## src/rtl/uart_pkg.sv

```systemverilog
// uart_pkg -- shared definitions for the UART transmit and receive paths.
//   uart_state_e : 2-bit frame FSM encoding (IDLE/START/DATA/STOP)
//   DATA_BITS    : payload bits per frame (8N1)
//   STOP_BITS    : stop bits per frame
//   baud_div()   : clock cycles per bit, integer-truncated
package uart_pkg;

  typedef enum logic [1:0] {
    IDLE  = 2'd0,
    START = 2'd1,
    DATA  = 2'd2,
    STOP  = 2'd3
  } uart_state_e;

  localparam int DATA_BITS = 8;
  localparam int STOP_BITS = 1;

  function automatic int baud_div(input int clk_freq, input int baud);
    return clk_freq / baud;
  endfunction

endpackage

```

## src/rtl/sync_fifo.sv

```systemverilog
// sync_fifo -- single-clock FIFO with count-based flags.
//   clk, reset  : clock, synchronous active-high reset
//   wr_en/wr_data : push request; ignored (and flagged) while full
//   rd_en/rd_data : pop request; rd_data shows the head entry
//   full, empty : registered occupancy flags after the current edge
//   overflow    : one-cycle pulse after a push was dropped
//   empty_nxt   : combinational empty value the next edge will load
module sync_fifo #(
  parameter int WIDTH = 8,
  parameter int DEPTH = 8
) (
  input  logic             clk,
  input  logic             reset,
  input  logic             wr_en,
  input  logic [WIDTH-1:0] wr_data,
  input  logic             rd_en,
  output logic [WIDTH-1:0] rd_data,
  output logic             full,
  output logic             empty,
  output logic             overflow,
  output logic             empty_nxt
);

  localparam int PTR_W = (DEPTH > 1) ? $clog2(DEPTH) : 1;
  localparam int CNT_W = PTR_W + 1;

  logic [WIDTH-1:0] mem [DEPTH];
  logic [PTR_W-1:0] wr_ptr, rd_ptr;
  logic [CNT_W-1:0] count, count_nxt;
  logic             push, pop;

  // full is the registered flag, so a pop in the same cycle never frees
  // room for a push that arrives while full.
  assign push    = wr_en && !full;
  assign pop     = rd_en && !empty;
  assign rd_data = mem[rd_ptr];

  always_comb begin
    count_nxt = count;
    case ({push, pop})
      2'b10:   count_nxt = count + CNT_W'(1);
      2'b01:   count_nxt = count - CNT_W'(1);
      default: count_nxt = count;
    endcase
  end

  assign empty_nxt = (count_nxt == '0);

  always_ff @(posedge clk) begin
    if (reset) begin
      wr_ptr   <= '0;
      rd_ptr   <= '0;
      count    <= '0;
      full     <= 1'b0;
      empty    <= 1'b1;
      overflow <= 1'b0;
    end else begin
      count    <= count_nxt;
      full     <= (count_nxt == CNT_W'(DEPTH));
      empty    <= empty_nxt;
      overflow <= wr_en && full;
      // DEPTH is a power of two: pointers wrap on their own.
      if (push) wr_ptr <= wr_ptr + PTR_W'(1);
      if (pop)  rd_ptr <= rd_ptr + PTR_W'(1);
    end
  end

  always_ff @(posedge clk) begin
    if (push) mem[wr_ptr] <= wr_data;
  end

endmodule

```

## src/rtl/uart_byte_transmitter.sv

```systemverilog
// uart_byte_transmitter -- buffered 8N1 UART transmitter.
//   CLOCK_50  : clock (all logic on rising edge)
//   reset     : synchronous active-high reset; truncates any frame
//   in        : byte to queue, sampled while send_flag=1
//   send_flag : one push per high cycle
//   UART_TX   : registered serial line, idles high, LSB first
//   busy      : FSM not idle or FIFO non-empty (registered)
//   full/empty: FIFO flags (registered)
//   overflow  : one-cycle pulse after a dropped push
module uart_byte_transmitter
  import uart_pkg::*;
#(
  parameter int CLK_FREQ   = 50_000_000,
  parameter int BAUD       = 115200,
  parameter int FIFO_DEPTH = 8
) (
  input  logic       CLOCK_50,
  input  logic       reset,
  input  logic [7:0] in,
  input  logic       send_flag,
  output logic       UART_TX,
  output logic       busy,
  output logic       full,
  output logic       empty,
  output logic       overflow
);

  localparam int DIV   = baud_div(CLK_FREQ, BAUD);
  localparam int CNT_W = (DIV > 1) ? $clog2(DIV) : 1;
  localparam int BIT_W = $clog2(DATA_BITS);

  uart_state_e          state, state_n;
  logic [CNT_W-1:0]     baud_cnt;
  logic [BIT_W-1:0]     bit_idx;
  logic [DATA_BITS-1:0] shift, shift_n;
  logic [7:0]           fifo_head;
  logic                 fifo_empty_nxt;
  logic                 pop, baud_done, last_data, last_stop;
  logic                 tx_d, tx_q, busy_d, busy_q;

  sync_fifo #(
    .WIDTH(8),
    .DEPTH(FIFO_DEPTH)
  ) u_fifo (
    .clk      (CLOCK_50),
    .reset    (reset),
    .wr_en    (send_flag),
    .wr_data  (in),
    .rd_en    (pop),
    .rd_data  (fifo_head),
    .full     (full),
    .empty    (empty),
    .overflow (overflow),
    .empty_nxt(fifo_empty_nxt)
  );

  assign baud_done = (baud_cnt == CNT_W'(DIV - 1));
  assign last_data = (bit_idx == BIT_W'(DATA_BITS - 1));
  assign last_stop = (bit_idx == BIT_W'(STOP_BITS - 1));

  // FSM: state register
  always_ff @(posedge CLOCK_50) begin
    if (reset) state <= IDLE;
    else       state <= state_n;
  end

  // FSM: next state; pops happen only when entering START
  always_comb begin
    state_n = state;
    pop     = 1'b0;
    case (state)
      IDLE: if (!empty) begin
        pop     = 1'b1;
        state_n = START;
      end
      START: if (baud_done) state_n = DATA;
      DATA:  if (baud_done && last_data) state_n = STOP;
      STOP:  if (baud_done && last_stop) begin
        if (!empty) begin
          pop     = 1'b1;
          state_n = START;   // back-to-back frame, no idle gap
        end else begin
          state_n = IDLE;
        end
      end
      default: state_n = IDLE;
    endcase
  end

  // FSM: outputs. The line register is loaded from the post-edge state
  // and shifter so UART_TX lines up with the state it belongs to.
  always_comb begin
    shift_n = shift;
    if (pop)                           shift_n = fifo_head;
    else if (state == DATA && baud_done) shift_n = shift >> 1;

    case (state_n)
      START:   tx_d = 1'b0;
      DATA:    tx_d = shift_n[0];
      default: tx_d = 1'b1;
    endcase

    busy_d = (state_n != IDLE) || !fifo_empty_nxt;
  end

  // Baud counter, bit index, shifter and output registers
  always_ff @(posedge CLOCK_50) begin
    if (reset) begin
      baud_cnt <= '0;
      bit_idx  <= '0;
      shift    <= '0;
      tx_q     <= 1'b1;
      busy_q   <= 1'b0;
    end else begin
      // every bit/phase boundary coincides with baud_done, so wrapping
      // there also clears the count on each state or bit change
      baud_cnt <= (state == IDLE || baud_done) ? '0 : baud_cnt + CNT_W'(1);
      if (state_n != state)                  bit_idx <= '0;
      else if (baud_done && state != IDLE)   bit_idx <= bit_idx + BIT_W'(1);
      shift    <= shift_n;
      tx_q     <= tx_d;
      busy_q   <= busy_d;
    end
  end

  assign UART_TX = tx_q;
  assign busy    = busy_q;

endmodule

```

## config.mk

```make
export PLATFORM = sky130hd
export DESIGN_NAME = uart_byte_transmitter
export DESIGN_NICKNAME = d
export VERILOG_FILES = /design/src/rtl/uart_pkg.sv /design/src/rtl/sync_fifo.sv /design/src/rtl/uart_byte_transmitter.sv
export SDC_FILE = /design/constraint.sdc
export NUM_CORES = 1
export LEC_CHECK = 0
export ABC_CLOCK_PERIOD_IN_PS = 3600
export CAP_MARGIN = 20
export CORE_MARGIN = 4
export CORE_UTILIZATION = 60
export CTS_CLUSTER_SIZE = 28
export DETAILED_ROUTE_END_ITERATION = 6
export GPL_TIMING_DRIVEN = 0
export PLACE_DENSITY = 0.83
export SLEW_MARGIN = 5
export SYNTH_ARGS = -nofsm -noshare
export SYNTH_HDL_FRONTEND = slang
export SYNTH_HIERARCHICAL = 1
export SYNTH_SLANG_ARGS = --single-unit
```

## constraint.sdc

```tcl
create_clock -name CLOCK_50 -period 3.6 [get_ports CLOCK_50]
set_input_delay 0.72 -clock CLOCK_50 [delete_from_list [all_inputs] [get_ports CLOCK_50]]
set_output_delay 0.72 -clock CLOCK_50 [all_outputs]
set_load 0.1 [all_outputs]
```

==> impl_summary.log, run 1 <==
INFO  metric outcome = finished, final reports clean
INFO  metric post_synth_edffs = 64
INFO  metric drt_first_iter_violations = 217
INFO  metric fp.dieH = 94.5 microns
INFO  metric headroom_to_the_max_slew_limit = 0.350
INFO  metric grt_start_max_net_pins = 18
INFO  metric fmax = 295 MHz
INFO  metric cp_endpoint_kind = flip-flop
INFO  metric layoutNonFillerInstCount = 470
INFO  metric ir_worst_vdd = 359 uV
INFO  metric synthDistinctLibCells = 58
INFO  metric layout.core_utilization = 0.707
INFO  metric antenna_found_initial = 0
INFO  metric cts-root-to-sink-buffers = 2
INFO  metric setup_viol_count_final = 0
INFO  metric dr_total_vias = 2,766
INFO  metric globalRouteTotalUtil = 0.198
INFO  metric max_cap_viol_count = 0
INFO  metric grt_overflow_total = 0
INFO  metric timing_worst_slew_pin_value = 971 ps
INFO  metric io_buffers = 15
INFO  metric layout_cells_sized_above_1 = 0.189
INFO  metric clock_power_share = 0.307
INFO  metric critical_path_peak_fanout = 9
INFO  metric floorplan.io_pins = 16
INFO  metric detail_route.drc_violations = 0
INFO  metric initial_core_util = 0.620
INFO  metric synthTopCellsByArea = sky130_fd_sc_hd__edfxtp_1 (43%), sky130_fd_sc_hd__dfxtp_1 (18%), sky130_fd_sc_hd__mux4_2 (8.0%)
INFO  metric cts_max_level = 3
INFO  metric power.share.switching = 0.267
INFO  metric p_per_area = 535 nW/um^2
INFO  metric post-place-cells = 448
INFO  metric power.sequential.fraction = 0.505
INFO  metric gp_congestion = 0.870
INFO  metric post_detailed_routing_wire_length = 8090 microns
INFO  metric clk_pin_slew = 100 ps
INFO  metric sequential_element_share_of_the_synthesized_area = 0.606
INFO  metric timing.final.crit_share = 0.941
INFO  metric dp.final_hpwl = 5580 microns
INFO  metric layout.cells.most_common_list = sky130_fd_sc_hd__edfxtp_1 (64), sky130_fd_sc_hd__dfxtp_1 (40), sky130_fd_sc_hd__nor2_1 (32), sky130_fd_sc_hd__nand2_1 (17), sky130_fd_sc_hd__mux4_2 (16)
INFO  metric clock_latency = 360 ps
INFO  metric drtAntennaViolNets = 0
INFO  metric timing.final.crit_period = 3390 ps
INFO  metric core.rowCount = 31
INFO  metric routedWlPerCell = 17.2 microns
INFO  metric core_area = 7250 sq um
INFO  metric first_global_vias = 2,630
INFO  metric cts.sinks = 104
INFO  metric cts-root-buf = sky130_fd_sc_hd__clkbuf_8
INFO  metric skew = 13.2 ps
INFO  metric yosysTopAreaCellShare = 0.428
INFO  metric grt_setup_unrepaired = no
INFO  metric drt_pass1_iterations = 4
INFO  metric comb_power_share = 0.188
INFO  metric max_stage_delay_cell_worst_path = sky130_fd_sc_hd__or4b_1
INFO  metric cp_arrival = 3620 ps
INFO  metric layout_commonest_cell = sky130_fd_sc_hd__edfxtp_1
INFO  metric cts_buffers = 9
INFO  metric postSynth.topFlopCell = sky130_fd_sc_hd__edfxtp_1
INFO  metric syn_area = 4490 sq um
INFO  metric synthCells = 330
INFO  metric detail_routed_via_count_per_cell = 5.89
INFO  metric worst-setup-path-type = reg -> reg
INFO  metric wire_length_of_the_first_global_routing_pass = 13,200 microns
INFO  metric antenna_cells = 0
INFO  metric synthDominantAreaCellType = sky130_fd_sc_hd__edfxtp_1
INFO  metric power_report.internal_total = 2010 uW
INFO  metric yosys_warnings = 6
INFO  metric final_nets = 390
INFO  metric timing_hold_violations_final = 0
INFO  metric crit_required = 3830 ps
INFO  metric dieArea = 8940 sq um
INFO  metric clock_tree_from_tritoncts = yes
INFO  metric yosys_register_bits = 104
INFO  metric power.static_leakage = 0.00178 uW
INFO  metric async_reset_ff_frac = 0
INFO  metric syn_avg_cell_area = 13.6 sq um
INFO  metric switchingPower = 733 uW
INFO  metric die_w = 94.5 microns
INFO  metric cp-start-kind = flip-flop
INFO  metric timing.hold.worst.class = reg -> reg
INFO  metric final_max_slew_viol_count = 0
INFO  metric syn2layout_area_growth = 14.1%
INFO  metric cp_cell_sequence = or4b_1 -> buf_2 -> nor4_4 -> o21ai_4 -> inv_2 -> nand2b_4 -> inv_2 -> nand2_1 -> xnor2_1 -> ha_1 -> a21oi_1 -> a21boi_1 -> nor3_1 -> xnor2_1 -> buf_4 -> and3_1 -> a31oi_1
INFO  metric cp_slowest_stage_delay = 550 ps
INFO  metric worst-r2r-setup-slack = 210 ps
INFO  metric net_count_after_synthesis = 354
Yosys cell counts (2+ instances only):
cell,n
sky130_fd_sc_hd__clkbuf_1,3
sky130_fd_sc_hd__buf_6,2
sky130_fd_sc_hd__mux2i_1,10
sky130_fd_sc_hd__nand2b_1,7
sky130_fd_sc_hd__o21ai_1,2
sky130_fd_sc_hd__ha_1,13
sky130_fd_sc_hd__xnor2_1,8
sky130_fd_sc_hd__o31ai_1,2
sky130_fd_sc_hd__dfxtp_1,40
sky130_fd_sc_hd__nor2_1,32
sky130_fd_sc_hd__buf_2,4
sky130_fd_sc_hd__edfxtp_1,64
sky130_fd_sc_hd__mux4_2,16
sky130_fd_sc_hd__nand2_1,17
sky130_fd_sc_hd__buf_1,2
sky130_fd_sc_hd__xor2_1,3
sky130_fd_sc_hd__nor4_1,2
sky130_fd_sc_hd__nand4_1,4
sky130_fd_sc_hd__or3_1,4
sky130_fd_sc_hd__inv_1,11
sky130_fd_sc_hd__nor3_1,11
sky130_fd_sc_hd__nor2b_1,3
sky130_fd_sc_hd__o211ai_1,2
sky130_fd_sc_hd__a21oi_1,10
sky130_fd_sc_hd__o21ai_0,4
sky130_fd_sc_hd__mux2_2,9
sky130_fd_sc_hd__a31oi_1,2
sky130_fd_sc_hd__o22ai_1,2
sky130_fd_sc_hd__nand3_1,6
sky130_fd_sc_hd__a211oi_1,7
flip-flops by register name, indices dropped and copies added, names as in the netlist, 2 cells and up, named ones only:
signal and count:
baud_cnt 9, bit_idx 3, u_fifo/wr_ptr 3, shift 8, u_fifo/count 4, u_fifo/rd_ptr 3
state 2, u_fifo/mem 64
path summary, 6_finish.rpt:
kind,from,end,cells after the start
max,baud_cnt[2],busy,17
min,u_fifo/full,u_fifo/overflow,2
max reg2reg,baud_cnt[2],busy,17
min reg2reg,u_fifo/full,u_fifo/overflow,2
power groups by stage:
| stage | logic (uW) | clock network (uW) | registers [uW] |
|---|---|---|---|
| 2_1_floorplan | 307 | 0 | 1470 |
| 3_3_place_gp | 476 | 0 | 1410 |
| 3_5_place_dp | 493 | 0 | 1410 |
| 4_1_cts | 496 | 860 | 1380 |
| 5_1_grt | 559 | 910 | 1390 |
| 6_report | 516 | 842 | 1380 |
stage by stage:
step	power [uW]	hold WS [ps]	area, sq um	TNS [ps]	setup WS, ps
after floorplan	1780	445	4490	0	461
after global placement	1880	440	4770	-54.8	-54.8
after detailed placement	1900	452	4800	-27.5	-27.5
after CTS	2740	466	5050	0	2.72
after global routing	2860	505	5130	0	12.6
final	2740	466	5130	0	213
layout make-up:
| cell class | count | area (sq um) |
|---|---|---|
| timing repair buffer | 25 | 220 |
| inverter | 13 | 51.3 |
| fill | 512 | 2130 |
| clock buffer | 9 | 124 |
| clock inverter | 7 | 119 |
| multi-input combinational | 201 | 1700 |
| buffer | 12 | 68.8 |
| tap | 99 | 124 |
| sequential | 104 | 2720 |
cell families (layout without fill, tap and decap cells):
kind of cell | Yosys count | after routing | share of synthesized area
fa+ha+maj | 13 | 13 | 0.0362
xor+xnor | 12 | 12 | 0.0251
mux | 35 | 35 | 0.125
compound gates | 45 | 45 | 0.0718
flops | 104 | 104 | 0.606
simple gates | 96 | 96 | 0.109
buf+inv | 25 | 66 | 0.0267
worst max-delay path, delay by kind of cell (launching register included):
kind / cells / cell delay, ps
and+or+nand+nor: 6 / 1300
buffers and inverters: 4 / 560
AOI/OAI and AO/OA: 4 / 530
adders and majority gates: 1 / 170
xor gates and xnor gates: 2 / 310
DFF: 1 / 370
per-layer routing:
layer,vias to the layer above,global-route usage,routed length [microns]
met4,0,0.0553,93
met3,10,0.0534,432
met2,59,0.323,4070
met5,-,0,0
met1,1372,0.263,3500
li1,1325,-,-
repair_timing:
item	4_1_cts	5_1_grt
gates resized for setup	1	5
cloned	0	0
hold buffers	0	0
setup endpoints to repair	1	4
setup buffers	0	6
pin swaps	0	3
Note: power is estimated with default switching activity, not from simulation.
==> run 2, diff against run 1 <==
CORE_UTILIZATION = 32   (was 60)
HOLD_SLACK_MARGIN = 0.02   (was default)
PLACE_DENSITY = 0.52   (was 0.83)
==> run 2 against run 1 <==
  * Register-to-register slack is essentially flat
  * Global-route usage down 8.6 points
  * Die area is 79% higher
  * Sequential power about the same
  * Clock skew decreased by 3.7 ps
  * Hold slack lost 9.4 ps
  * Critical path type unchanged
  * Largest cell class unchanged
==> impl_summary.log, run 2 (same netlist as run 1, synthesis figures left out) <==
INFO  metric cts-root-to-sink-buffers = 2 (unchanged)
INFO  metric detail_routed_via_count_per_cell = 4.94 (-16%)
INFO  metric grt_start_max_net_pins = 21 (+3)
INFO  metric core_area = 13,800 sq um (+91%)
INFO  metric worst-setup-path-type = reg -> reg
INFO  metric die_w = 127 microns (+34%)
INFO  metric ir_worst_vdd = 275 uV (-23%)
INFO  metric drtAntennaViolNets = 0 (unchanged)
INFO  metric max_flop_register = u_fifo/mem
INFO  metric cts_buffers = 9 (unchanged)
INFO  metric timing_hold_violations_final = 0 (unchanged)
INFO  metric p_per_area = 542 nW/um^2 (+1.2%)
INFO  metric dpl_cell_area = 4910 sq um (+2.2%)
INFO  metric floorplan.io_pins = 16 (unchanged)
INFO  metric routedWlPerCell = 15.6 microns (-9.4%)
INFO  metric clock_power_share = 0.337 (+0.030)
INFO  metric timing.hold.worst.class = reg -> reg
INFO  metric clk_pin_slew = 70 ps (-30 ps)
INFO  metric layout_cells_sized_above_1 = 0.196 (+0.00751)
INFO  metric timing.final.crit_share = 0.942 (+0.00152)
INFO  metric layout.core_utilization = 0.382 (-0.325)
INFO  metric cts-root-buf = sky130_fd_sc_hd__clkbuf_16
INFO  metric power_report.internal_total = 2040 uW (+1.2%)
INFO  metric power.sequential.fraction = 0.482 (-0.023)
INFO  metric post-route-cell-area = 5280 sq um (+3.0%)
INFO  metric fmax = 295 MHz (-0.16%)
INFO  metric setup_viol_count_final = 0 (unchanged)
INFO  metric io_buffers = 15 (unchanged)
INFO  metric cts.sinks = 104 (unchanged)
INFO  metric initial_core_util = 0.325 (-0.295)
INFO  metric final_nets = 386 (-1.0%)
INFO  metric timing.final.crit_period = 3390 ps (+5.46 ps)
INFO  metric power.share.switching = 0.288 (+0.0208)
INFO  metric cts_max_level = 3 (unchanged)
INFO  metric layout_commonest_cell = sky130_fd_sc_hd__edfxtp_1
INFO  metric crit_required = 3810 ps (-20 ps)
INFO  metric skew = 9.51 ps (-3.66 ps)
INFO  metric clock_tree_from_tritoncts = yes
INFO  metric largestRegisters = u_fifo/mem: 64 flops, baud_cnt: 9 flops, shift: 8 flops
INFO  metric wire_length_of_the_first_global_routing_pass = 14,000 microns (+6.1%)
INFO  metric detail_route.drc_violations = 0 (unchanged)
INFO  metric comb_power_share = 0.180 (-0.008)
INFO  metric drt_first_iter_violations = 176 (-19%)
INFO  metric cp_arrival = 3600 ps (-20 ps)
INFO  metric antenna_cells = 0 (unchanged)
INFO  metric clock_latency = 350 ps (about the same)
INFO  metric first_global_vias = 2,655 (+0.95%)
INFO  metric antenna_found_initial = 0 (unchanged)
INFO  metric globalRouteTotalUtil = 0.112 (-0.0860)
INFO  metric dp.final_hpwl = 5580 microns (+0.16%)
INFO  metric gp_congestion = 0.788 (-9.4%)
INFO  metric final_max_slew_viol_count = 0 (unchanged)
INFO  metric outcome = finished, final reports clean
INFO  metric syn2layout_area_growth = 17.5%
INFO  metric max_cap_viol_count = 0 (unchanged)
INFO  metric timing_worst_slew_pin_value = 982 ps (+11.0 ps)
INFO  metric dr_total_vias = 2,701 (-2.3%)
INFO  metric power.static_leakage = 0.00180 uW (+0.94%)
INFO  metric cp_endpoint_kind = flip-flop
INFO  metric grt_overflow_total = 0 (unchanged)
INFO  metric drt_pass1_iterations = 4 (unchanged)
INFO  metric headroom_to_the_max_slew_limit = 0.343 (-0.00732)
INFO  metric layout.cells.most_common_list = sky130_fd_sc_hd__edfxtp_1 (64), sky130_fd_sc_hd__dfxtp_1 (40), sky130_fd_sc_hd__nor2_1 (32), sky130_fd_sc_hd__nand2_1 (17), sky130_fd_sc_hd__mux4_2 (16)
INFO  metric critical_path_peak_fanout = 9 (unchanged)
INFO  metric largest_register_ffs = 64 (unchanged)
INFO  metric core.rowCount = 43 (+39%)
INFO  metric fp.dieH = 127 microns (+34%)
INFO  metric post_detailed_routing_wire_length = 8530 microns (+5.4%)
INFO  metric cp-start-kind = flip-flop
INFO  metric dieArea = 16,000 sq um (+79%)
INFO  metric switchingPower = 823 uW (+12%)
[run 2: cell types whose count changed in the layout (fill, tap and decap cells not counted), moves of 2 or more]
| cell | previous run | this run |
|---|---|---|
| sky130_fd_sc_hd__buf_2 | 6 | 3 |
| sky130_fd_sc_hd__clkbuf_8 | 9 | 0 |
| sky130_fd_sc_hd__bufinv_16 | 3 | 0 |
| sky130_fd_sc_hd__clkbuf_16 | 0 | 9 |
| sky130_fd_sc_hd__nor3_1 | 10 | 7 |
| sky130_fd_sc_hd__inv_8 | 0 | 2 |
| sky130_fd_sc_hd__nor3_2 | 2 | 5 |
[run 2: cell type report]
cell class              instances  area (sq um)
well taps                     180           225
fillers                      1321          8550
multi-input cells             201          1720
plain buffers                  12          71.3
flip-flops and latches        104          2720
clock inverters                 7          68.8
clock buffers                   9           225
inverters                      13          51.3
repair buffers                 21           195
[run 2: per-layer routing]
layer	up-vias	wire, microns	global-route usage
li1	1318	-	-
met1	1347	4020	0.147
met2	25	4160	0.177
met3	11	207	0.0345
met4	0	139	0.0366
met5	-	0	0
[run 2: power groups by stage]
stage                     clock, uW  combinational [uW]  sequential [uW]
after global routing           1050                 566             1390
final                           964                 516             1380
after detailed placement          0                 500             1410
after global placement            0                 490             1410
after CTS                      1000                 504             1380
after floorplan                   0                 307             1470
[run 2: worst max-delay path, stage by stage (launching register included)]
cell	delay, ps
sky130_fd_sc_hd__dfxtp_1	360
sky130_fd_sc_hd__or4b_1	550
sky130_fd_sc_hd__buf_4	190
sky130_fd_sc_hd__nor4_4	400
sky130_fd_sc_hd__o21ai_4	130
sky130_fd_sc_hd__inv_2	110
sky130_fd_sc_hd__nand2b_4	80
sky130_fd_sc_hd__inv_2	100
sky130_fd_sc_hd__nand2_1	70
sky130_fd_sc_hd__xnor2_1	120
sky130_fd_sc_hd__ha_1	200
sky130_fd_sc_hd__a21oi_2	140
sky130_fd_sc_hd__a21boi_2	180
sky130_fd_sc_hd__nor3_1	70
sky130_fd_sc_hd__xnor2_1	270
sky130_fd_sc_hd__and3_1	210
sky130_fd_sc_hd__a31oi_1	80
[run 2: metrics by stage]
stage / setup slack [ps] / power, uW / hold WS, ps / TNS [ps] / instances
global route: -41.1 / 3000 / 497 / -41.1 / 547
finish: 208 / 2860 / 457 / 0 / 547
CTS: 27.8 / 2890 / 458 / 0 / 543
global placement: -108 / 1900 / 441 / -967 / 525
floorplan: 461 / 1780 / 445 / 0 / 330
detailed placement: -103 / 1910 / 449 / -103 / 527
[run 2: worst paths after layout]
| check | startpoint | slack [ps] | end | depth (start not counted) |
|---|---|---|---|---|
| setup reg to reg | baud_cnt[2] | 210 | busy | 16 |
| hold / removal | u_fifo/full | 460 | u_fifo/overflow | 2 |
| hold reg to reg | u_fifo/full | 460 | u_fifo/overflow | 2 |
| setup / recovery | baud_cnt[2] | 210 | busy | 16 |
[run 2: timing repair]
| item | in CTS | in global routing |
|---|---|---|
| gates resized for setup | 2 | 8 |
| setup buffers | 0 | 4 |
| pin swaps | 0 | 3 |
| hold buffers | 0 | 0 |
| setup endpoints to repair | 1 | 4 |
